### src/rtl/result_collector.sv
// Captures one network result, streams each output neuron over a valid/ready port,
// and reports the argmax class on a second valid/ready port.
module result_collector #(
   parameter int NUM_NEURON  = 7,
   parameter int INPUT_SIZE  = 9,
   parameter int NUM_OUTPUTS = 7,
   parameter int IDX_SIZE    = 3
) (
   input  logic                           clk,
   input  logic                           rst,
   input  logic [NUM_NEURON*INPUT_SIZE-1:0] final_output,
   input  logic [NUM_NEURON-1:0]          final_output_valid,
   output logic                           busy,
   output logic [INPUT_SIZE-1:0]          out_value,
   output logic [IDX_SIZE-1:0]            out_index,
   output logic                           out_valid,
   input  logic                           out_ready,
   output logic [IDX_SIZE-1:0]            class_index,
   output logic [INPUT_SIZE-1:0]          class_value,
   output logic                           class_valid,
   input  logic                           class_ready,
   output logic                           overrun
);

   typedef enum logic [1:0] {IDLE, STREAM, RESULT} state_t;

   localparam logic [IDX_SIZE-1:0] LAST_IDX = IDX_SIZE'(NUM_OUTPUTS - 1);

   state_t                state_reg;
   logic [INPUT_SIZE-1:0] lane_val [NUM_OUTPUTS];
   logic [INPUT_SIZE-1:0] snap_reg [NUM_OUTPUTS];
   logic [IDX_SIZE-1:0]   idx_reg;
   logic [IDX_SIZE-1:0]   best_idx_reg;
   logic [INPUT_SIZE-1:0] best_val_reg;
   logic                  all_prev_reg;

   logic                  all_valid;
   logic                  trigger;
   logic [IDX_SIZE-1:0]   idx_next;
   logic [INPUT_SIZE-1:0] cur_val;
   logic                  take_new;
   logic [IDX_SIZE-1:0]   best_idx_next;
   logic [INPUT_SIZE-1:0] best_val_next;

   genvar gi;
   generate
      for (gi = 0; gi < NUM_OUTPUTS; gi++) begin : g_lane
         assign lane_val[gi] = final_output[gi*INPUT_SIZE +: INPUT_SIZE];
      end
      if (NUM_OUTPUTS < NUM_NEURON) begin : g_hi_lanes
         // Lanes beyond the last layer's width carry nothing this block needs.
         logic unused_hi_lanes;
         assign unused_hi_lanes = ^{final_output[NUM_NEURON*INPUT_SIZE-1:NUM_OUTPUTS*INPUT_SIZE],
                                    final_output_valid[NUM_NEURON-1:NUM_OUTPUTS]};
      end
   endgenerate

   assign all_valid = &final_output_valid[NUM_OUTPUTS-1:0];
   assign trigger   = all_valid & ~all_prev_reg;
   assign overrun   = trigger & (state_reg != IDLE);

   assign idx_next = idx_reg + IDX_SIZE'(1);
   assign cur_val  = snap_reg[idx_reg];
   // Strict compare so that ties keep the lowest lane index.
   assign take_new      = (idx_reg == '0) || (cur_val > best_val_reg);
   assign best_val_next = take_new ? cur_val : best_val_reg;
   assign best_idx_next = take_new ? idx_reg : best_idx_reg;

   always_ff @(posedge clk or posedge rst) begin
      if (rst) begin
         state_reg    <= IDLE;
         all_prev_reg <= 1'b0;
         idx_reg      <= '0;
         best_idx_reg <= '0;
         best_val_reg <= '0;
         for (int i = 0; i < NUM_OUTPUTS; i++) snap_reg[i] <= '0;
         busy         <= 1'b0;
         out_value    <= '0;
         out_index    <= '0;
         out_valid    <= 1'b0;
         class_index  <= '0;
         class_value  <= '0;
         class_valid  <= 1'b0;
      end else begin
         all_prev_reg <= all_valid;
         case (state_reg)
            IDLE: begin
               if (trigger) begin
                  for (int i = 0; i < NUM_OUTPUTS; i++) snap_reg[i] <= lane_val[i];
                  idx_reg      <= '0;
                  best_idx_reg <= '0;
                  best_val_reg <= '0;
                  busy         <= 1'b1;
                  out_valid    <= 1'b1;
                  out_index    <= '0;
                  out_value    <= lane_val[0];
                  state_reg    <= STREAM;
               end
            end
            STREAM: begin
               if (out_valid && out_ready) begin
                  best_val_reg <= best_val_next;
                  best_idx_reg <= best_idx_next;
                  if (idx_reg == LAST_IDX) begin
                     out_valid   <= 1'b0;
                     class_valid <= 1'b1;
                     class_index <= best_idx_next;
                     class_value <= best_val_next;
                     state_reg   <= RESULT;
                  end else begin
                     idx_reg   <= idx_next;
                     out_index <= idx_next;
                     out_value <= snap_reg[idx_next];
                  end
               end
            end
            RESULT: begin
               if (class_valid && class_ready) begin
                  class_valid <= 1'b0;
                  busy        <= 1'b0;
                  state_reg   <= IDLE;
               end
            end
            default: state_reg <= IDLE;
         endcase
      end
   end

endmodule

### config.mk
export PLATFORM = sky130hd
export DESIGN_NAME = result_collector
export DESIGN_NICKNAME = d
export VERILOG_FILES = /design/src/rtl/result_collector.sv
export SDC_FILE = /design/constraint.sdc
export NUM_CORES = 1
export LEC_CHECK = 0
export CAP_MARGIN = 20
export CORE_ASPECT_RATIO = 0.7
export CORE_UTILIZATION = 48
export DETAILED_ROUTE_END_ITERATION = 7
export PLACE_DENSITY = 0.74
export SKIP_LAST_GASP = 1
export SLEW_MARGIN = 25
export SYNTH_ARGS = -nofsm -noshare
export SYNTH_HDL_FRONTEND = slang
export SYNTH_SLANG_ARGS = --single-unit
### constraint.sdc
create_clock -name clk -period 3.15 [get_ports clk]
set_input_delay 0.63 -clock clk [delete_from_list [all_inputs] [get_ports clk]]
set_output_delay 0.63 -clock clk [all_outputs]
set_load 0.05 [all_outputs]
== Word-level counts from Yosys, hierarchy flattened ==
Index checks and enable logic that the tools add are counted.
Word-level totals
  flip-flop bits (word level): 105
  bits in latches: 0
  RAM bits: 0
  memory bits (read-only): 0
  input bits: 74
  word-level logic and storage cells: 88
  memories kept: 0
Cells by class
  $add $sub $neg: 1
  multipliers: 0
  divide/modulo/power cells: 0
  order comparisons: 3
  equal/unequal tests: 8
  shift-type cells: 0
  multiplexer cells: 35
  bitwise logic cells: 5
  reduce and logical (&&, ||, !) cells: 18
Operators with widths (number)
  $mux W9: 10
  $bmux W9 S3: 2
  $pmux W9 S2: 2
  $reduce_and A4 Y1: 4
  $mux W3: 5
  $pmux W3 S2: 2
  $ne A2 B2 Y1 const B: 5
  $gt A9 B9 Y1: 1
  $reduce_and A3 Y1: 3
  $ge A4 B4 Y1 const B: 2
  $mux W2: 4
  $not A3 Y4: 2
  $reduce_bool A2 Y1: 4
  $reduce_and A7 Y1: 1
  $mux W1: 6
  $pmux W1 S2: 3
  $pmux W2 S3: 1
  $add A3 B1 Y3 const B: 1
  $eq A3 B3 Y1 const B: 1
  $logic_not A3 Y1: 1
  $and A1 B1 Y1: 2
  $eq A2 B1 Y1 const B: 1
  $eq A2 B2 Y1 const B: 1
  $logic_and A1 B1 Y1: 2
  4 further kinds: 4

== Longest topological paths before layout ==
Gate-level depths: netlist of the first run.
  depth after elaboration: 9
  gate-level depth with buffers: 14
  mapped depth without buffers: 10

== Least setup slack after synthesis of the first run ==
OpenSTA, ideal clock, no wires.
  path kind: register -> register
  from: register idx_reg[1]
  to: register best_idx_reg[0]
  setup time: 0.121 ns
  arrival time: 3.217 ns
  path slack: -0.188 ns
  cell stages (with the launch flop): 13
  buffers on the path: 3
  period minus slack after synthesis: 3.338 ns
  path through: dfrtp_1 buf_2 buf_6 buf_4 mux4_2 mux2i_1 inv_1 ha_1 a21oi_1 o21ai_0 o31ai_1 a21oi_2 a22o_1
Between the ends
  longest elaborated chain between the ends: 9
  elaborated cells between the ends (all ways): 10
Ends and longest elaborated chain
  start: declaration: line 32  | logic [IDX_SIZE-1:0] idx_reg;
  start signal: assignment: line 111  | idx_reg <= idx_next;
  $not A3 Y4 (implied by the code): line 63  | assign cur_val = snap_reg[idx_reg];
  $bmux W9 S3: line 63
  $mux W9 (implied by the code) (2 in a row): line 63
  $gt A9 B9 Y1: line 65  | assign take_new = (idx_reg == '0) || (cur_val > best_val_reg);
  $logic_or A1 B1 Y1 (*): line 65
  $mux W3 (*): line 67  | assign best_idx_next = take_new ? idx_reg : best_idx_reg;
  $mux W3 (*): line 101  | if (out_valid && out_ready) begin
  $pmux W3 S2 (*): line 86  | case (state_reg)
  end signal: assignment: line 103  | best_idx_reg <= best_idx_next;
  end: declaration: line 33  | logic [IDX_SIZE-1:0] best_idx_reg;
Mark *: on every way between the ends. The rest lies on a longest branch, timed or not. The select of a mux whose other input is x is not followed.
A chain may end at the register's enable or synchronous reset.

== Worst setup path after layout of the first run ==
  from: register idx_reg[1]
  to: register best_val_reg[5]
Between the ends
  longest elaborated chain between the ends: 9
  elaborated cells between the ends (all ways): 10
Ends and longest elaborated chain
  $not A3 Y4 (implied by the code): line 63
  $bmux W9 S3: line 63
  $mux W9 (implied by the code) (2 in a row): line 63
  $gt A9 B9 Y1: line 65
  $logic_or A1 B1 Y1: line 65
  $mux W9 (*): line 66  | assign best_val_next = take_new ? cur_val : best_val_reg;
  $mux W9 (*): line 101
  $pmux W9 S2 (*): line 86
  end signal: assignment: line 102  | best_val_reg <= best_val_next;
  end: declaration: line 34  | logic [INPUT_SIZE-1:0] best_val_reg;
Marked as above.

==> results of run 1 <==
==> per-layer routing <==
layer  vias to the layer above  global-route usage  part of all wire
met5                         -                   0                 0
met1                      2100               0.393              0.50
met4                         0              0.0556             0.010
met2                       149               0.354              0.43
li1                       1914                   -                 -
met3                        15              0.0566             0.062
==> cell usage in the layout, fill, tap and decap left out, types with 10 or more instances in the layout <==
cell type and n:
dfrtp_1 103, clkdlybuf4s50_1 100, mux2_2 72, nand2_1 26, buf_4 25, a21oi_1 23
inv_1 21, nor2_1 19, mux4_2 18, mux2i_1 15, o21ai_0 14, ha_1 12
o2bb2ai_1 10, clkbuf_16 10
==> timing repair <==
item / 4_1_cts / 5_1_grt
endpoints found under the setup margin: 17 / 24
setup buffers: 2 / 2
gates cloned: 0 / 1
pin swaps: 0 / 3
gates resized for setup: 1 / 14
==> worst paths after layout <==
kind,startpoint,endpoint,slack (ns),cells past startpoint
setup reg to reg,idx_reg[1],best_val_reg[5],0.11,11
max in group asynchronous,rst,idx_reg[0],1.95,3
setup / recovery,idx_reg[1],best_val_reg[5],0.11,11
hold / removal,class_index[2],class_index[2],0.49,2
min in group asynchronous,rst,snap_reg[18],0.60,2
hold reg to reg,class_index[2],class_index[2],0.49,2
==> power breakdown <==
part	total, mW	switching [mW]	internal [mW]
Combinational	0.131	0.0449	0.0856
Sequential	1.35	0.000112	1.35
Clock	1.17	0.538	0.635
Total	2.65	0.583	2.07
==> worst min-delay path: stages (launching register included) <==
cell and delay [ns]:
dfrtp_1 0.34, nand2_1 0.05, o21ai_0 0.06
==> kinds of logic (layout without fill, tap and decap cells) <==
kind of cell             after synthesis  count (layout)  synth area share
AO/OA/AOI/OAI                        108             108             0.140
AND/OR/NAND/NOR                       67              67            0.0586
adder cells (fa/ha/maj)               12              12            0.0269
multiplexers                         108             108             0.251
XOR/XNOR                               1               1           0.00292
flip-flops                           105             105             0.471
buffers and inverters                 54             171            0.0498
==> stage by stage <==
step / setup WS, ns / TNS [ns] / instance area, um2 / instances
after floorplan: 0.0195 / 0 / 5590 / 455
after global routing: 0.00116 / 0 / 7300 / 725
final: 0.111 / 0 / 7300 / 725
after global placement: 0.0420 / 0 / 6880 / 705
after CTS: 0.00410 / 0 / 7200 / 722
after detailed placement: -0.00229 / -0.00229 / 6880 / 705
==> final cells by class <==
class	count	area (um2)
Fill cell	819	3870
Clock buffer	9	225
Timing Repair Buffer	134	1360
Multi-Input combinational cell	296	2730
Sequential cell	105	2630
Clock inverter	6	81.3
Tap cell	153	191
Inverter	22	86.3
==> impl_metrics.ini, run 1 <==
[run_status]
status = completed

[final_layout]
layout.nets = 654
utilization = 0.653
num_antenna_cells = 0
area_delta_synth_final_pct = 31.0
drive_above_1_share = 0.285
largest_register_ffs = 63

[logic_synthesis]
synth_area_mm2 = 0.00557
synth_top_area_frac = 0.471
yosysMostFrequentCell = dfrtp_1
yosysSeqAreaShare = 0.471
syn_inst = 455
syn-num-nets = 541
synthTopCellsByCount = dfrtp_1 (105), mux2_2 (72), nand2_1 (26), a21oi_1 (23), inv_1 (22)
synth.avg_cell_area_um2 = 12.2
yosysTopAreaCell = dfrtp_1
synth_edf_count = 0
synth_flop_cell = dfrtp_1
ys_seq_elements = 105
yosysWarnings = 0
async_flop_share = 1.00
synth.area.top_cells = dfrtp_1 (47%), mux2_2 (15%), mux4_2 (7.3%), mux2i_1 (3.2%), ha_1 (2.7%)
ys_types = 47

[worst_setup_path]
cp_data_required_time_ns = 3.43
worstPathCellList = buf_12 -> mux4_2 -> mux2i_2 -> inv_1 -> ha_1 -> nand4_1 -> or3_4 -> o31a_4 -> o31ai_4 -> buf_4 -> a22o_1
path_max_fanout = 10
worst-path-buf-inv = 3
startpoint_type = flop
arrival_ns = 3.32
crit_type = reg2reg
endpoint_kind = flop
critPathMaxStageDelay_ns = 0.52
crit_family = multiplexers
slowest_stage = mux4_2

[drt]
first_pass_iters = 5
via_per_inst = 5.76
drtIter0Drc = 288
vias = 4178
drc = 0
antenna_left = 0
wl_per_cell_um = 19.3
wl_um = 14000

[grt]
grt_max_degree = 63
grt_usage = 0.252
grt_first_pass_wirelength_um = 22800
grt-ovfl-total = 0
grt_pass1_vias = 4261
antenna_found_initial = 0

[timing]
fin_crit_ns = 3.04
rsz0062_at_grt = no
hold_violations = 0
finalSetupViolCount = 0
skew_ns = 0.0105
fmax_ghz = 0.329
tightestPinTransition_ns = 0.827
drv_slew = 0
timing.slew.headroom = 0.448
whs_ns = 0.486
fin_crit_sh = 0.965

[hold_path]
hold_class = reg2reg

[floorplanning]
die_height_um = 92.2
start_util = 0.499
core_area_mm2 = 0.0112
die_x_um = 131
die_area_mm2 = 0.0121
fp-row-count = 32
io_pins = 102

[clock_network]
cts_root_buffer = clkbuf_16
cts_buffers = 9
clock-sinks = 105
cts_tree = done
clk_pin_slew_worst_paths_ns = 0.08
clk_latency_ns = 0.35
cts_max_path_buffers = 2
hold_buffers = 0
htree_num_levels = 3

[place]
hpwlAfterDp_um = 10300
gp_congestion = 0.880
io_buffers = 101

[power]
totalPowerFinal_mw = 2.65
p_per_area_mw_per_mm2 = 363
ir_drop_mv = 0.264
total_leakage_power_nw = 3.19

[run]
cap_violations = 0
Power figures use the tool's default switching activity.
==> inputs of run 2 (changes only) <==
--- a/config.mk
+++ b/config.mk
@@ -6,7 +6,6 @@
 export NUM_CORES = 1
 export LEC_CHECK = 0
 export CAP_MARGIN = 20
-export CORE_ASPECT_RATIO = 0.7
 export CORE_UTILIZATION = 48
 export DETAILED_ROUTE_END_ITERATION = 7
 export PLACE_DENSITY = 0.74
==> impl_metrics.ini, run 2 (synthesized netlist as in run 1, its figures left out) <==
[final_layout]
largest_register_ffs = 63
num_antenna_cells = 0
utilization = 0.663
fin_cells = 718
layout.nets = 659
area_delta_synth_final_pct = 31.9
fill_cells = 889
layout_common_cells = dfrtp_1 (103), clkdlybuf4s50_1 (100), mux2_2 (72)
final_area_mm2 = 0.00735
mostFrequentLayoutCell = dfrtp_1
drive_above_1_share = 0.304

[floorplanning]
start_util = 0.503
die_height_um = 110
core_area_mm2 = 0.0111
fp-row-count = 38
io_pins = 102
die_area_mm2 = 0.0120
die_x_um = 110

[power]
internal_power_mw = 2.11
ir_drop_mv = 0.261
pwr-share-comb = 0.048
clkPwrFrac = 0.441
seqPwrFrac = 0.511
total_leakage_power_nw = 3.21
p_per_area_mw_per_mm2 = 359
power.switching_mw = 0.525
p_sw_frac = 0.199

[worst_setup_path]
endpoint_kind = flop
crit_start = idx_reg[1]
arrival_ns = 3.32
worstPathCellList = buf_4 -> mux4_2 -> mux2i_4 -> inv_1 -> ha_1 -> nand4_1 -> or3_4 -> o31a_4 -> o31ai_4 -> buf_4 -> a22o_1
critPathMaxStageDelay_ns = 0.53
rr_startpoint = idx_reg[1]
crit_family = multiplexers
slowest_stage = mux4_2
path_max_fanout = 6
crit_top_cell = buf_4
crit_type = reg2reg
cp_data_required_time_ns = 3.43
startpoint_type = flop
worst-path-buf-inv = 3

[timing]
fmax_ghz = 0.329
drv_slew = 0
hold_violations = 0
timing.slew.headroom = 0.654
tightestPinTransition_ns = 0.518
fin_crit_sh = 0.966
skew_ns = 0.00921
finalSetupViolCount = 0
fin_crit_ns = 3.04

[place]
io_buffers = 101
placed_area_mm2 = 0.00687
hpwlAfterDp_um = 10500
place_inst = 698
gp_congestion = 0.891

[clock_network]
hold_buffers = 0
clk_pin_slew_worst_paths_ns = 0.07
cts_buffers = 9
clk_latency_ns = 0.34
clock-sinks = 105
htree_num_levels = 3
cts_tree = done
cts_max_path_buffers = 2
cts_root_buffer = clkbuf_16

[drt]
wl_per_cell_um = 19.8
first_pass_iters = 4
drtIter0Drc = 194
drc = 0
wl_um = 14200
antenna_left = 0
vias = 4148
via_per_inst = 5.78

[grt]
grt_max_degree = 75
antenna_found_initial = 0
grt-ovfl-total = 0
grt_usage = 0.251
grt_first_pass_wirelength_um = 22500
grt_pass1_vias = 4329

[hold_path]
hold_class = reg2reg
min_from = class_index[2]

[run_status]
status = completed

[run]
cap_violations = 0
-- run 2: final timing paths --
check,slack (ns),end,cells after the start
worst max-delay path,0.11,best_val_reg[4],11
worst min-delay path,0.48,class_index[2],2
worst max register to register,0.11,best_val_reg[4],11
worst min register to register,0.48,class_index[2],2
max in group asynchronous,2.04,idx_reg[0],3
min in group asynchronous,0.75,snap_reg[8],3
-- run 2: timing repair --
item                                    CTS  global route
endpoints found under the setup margin   23            23
pin swaps                                 0             4
endpoints found under the hold margin     0             0
setup buffers                             0             4
gates resized for setup                   4            25
-- run 2: area by class of cell --
type / instances / area (um2) / area share
Tap cell: 140 / 175 / 0.0238
Clock buffer: 14 / 274 / 0.0373
Timing Repair Buffer: 139 / 1350 / 0.184
Multi-Input combinational cell: 296 / 2800 / 0.381
Sequential cell: 105 / 2630 / 0.358
Inverter: 22 / 86.3 / 0.0117
Clock inverter: 2 / 35.0 / 0.00477
-- run 2: routing by layer --
metal,wire length [um],vias up,GRT usage
li1,-,1927,-
met1,6120,2099,0.336
met2,7290,110,0.428
met3,636,12,0.0368
met4,175,0,0.0629
met5,0,-,0
-- run 2: power by group through the flow --
stage	Sequential, mW	Combinational (mW)	Clock [mW]
2_1_floorplan	1.37	0.0222	0
3_3_place_gp	1.37	0.127	0
3_5_place_dp	1.37	0.130	0
4_1_cts	1.35	0.131	1.18
5_1_grt	1.35	0.139	1.24
6_report	1.35	0.128	1.16
-- run 2: tightest hold or removal path, cell delays in order, from the launching register on --
cell	delay, ns
dfrtp_1	0.34
nand2_1	0.04
o21ai_0	0.06
-- run 2: through the flow --
step	hold WS (ns)	power (mW)	worst slack [ns]	setup TNS, ns
6_report	0.479	2.64	0.108	0
5_1_grt	0.507	2.72	-0.0162	-0.0283
4_1_cts	0.489	2.66	-0.00238	-0.00238
3_5_place_dp	0.473	1.50	-0.0291	-0.0622
3_3_place_gp	0.464	1.50	-0.0147	-0.0147
2_1_floorplan	0.466	1.40	0.0195	0
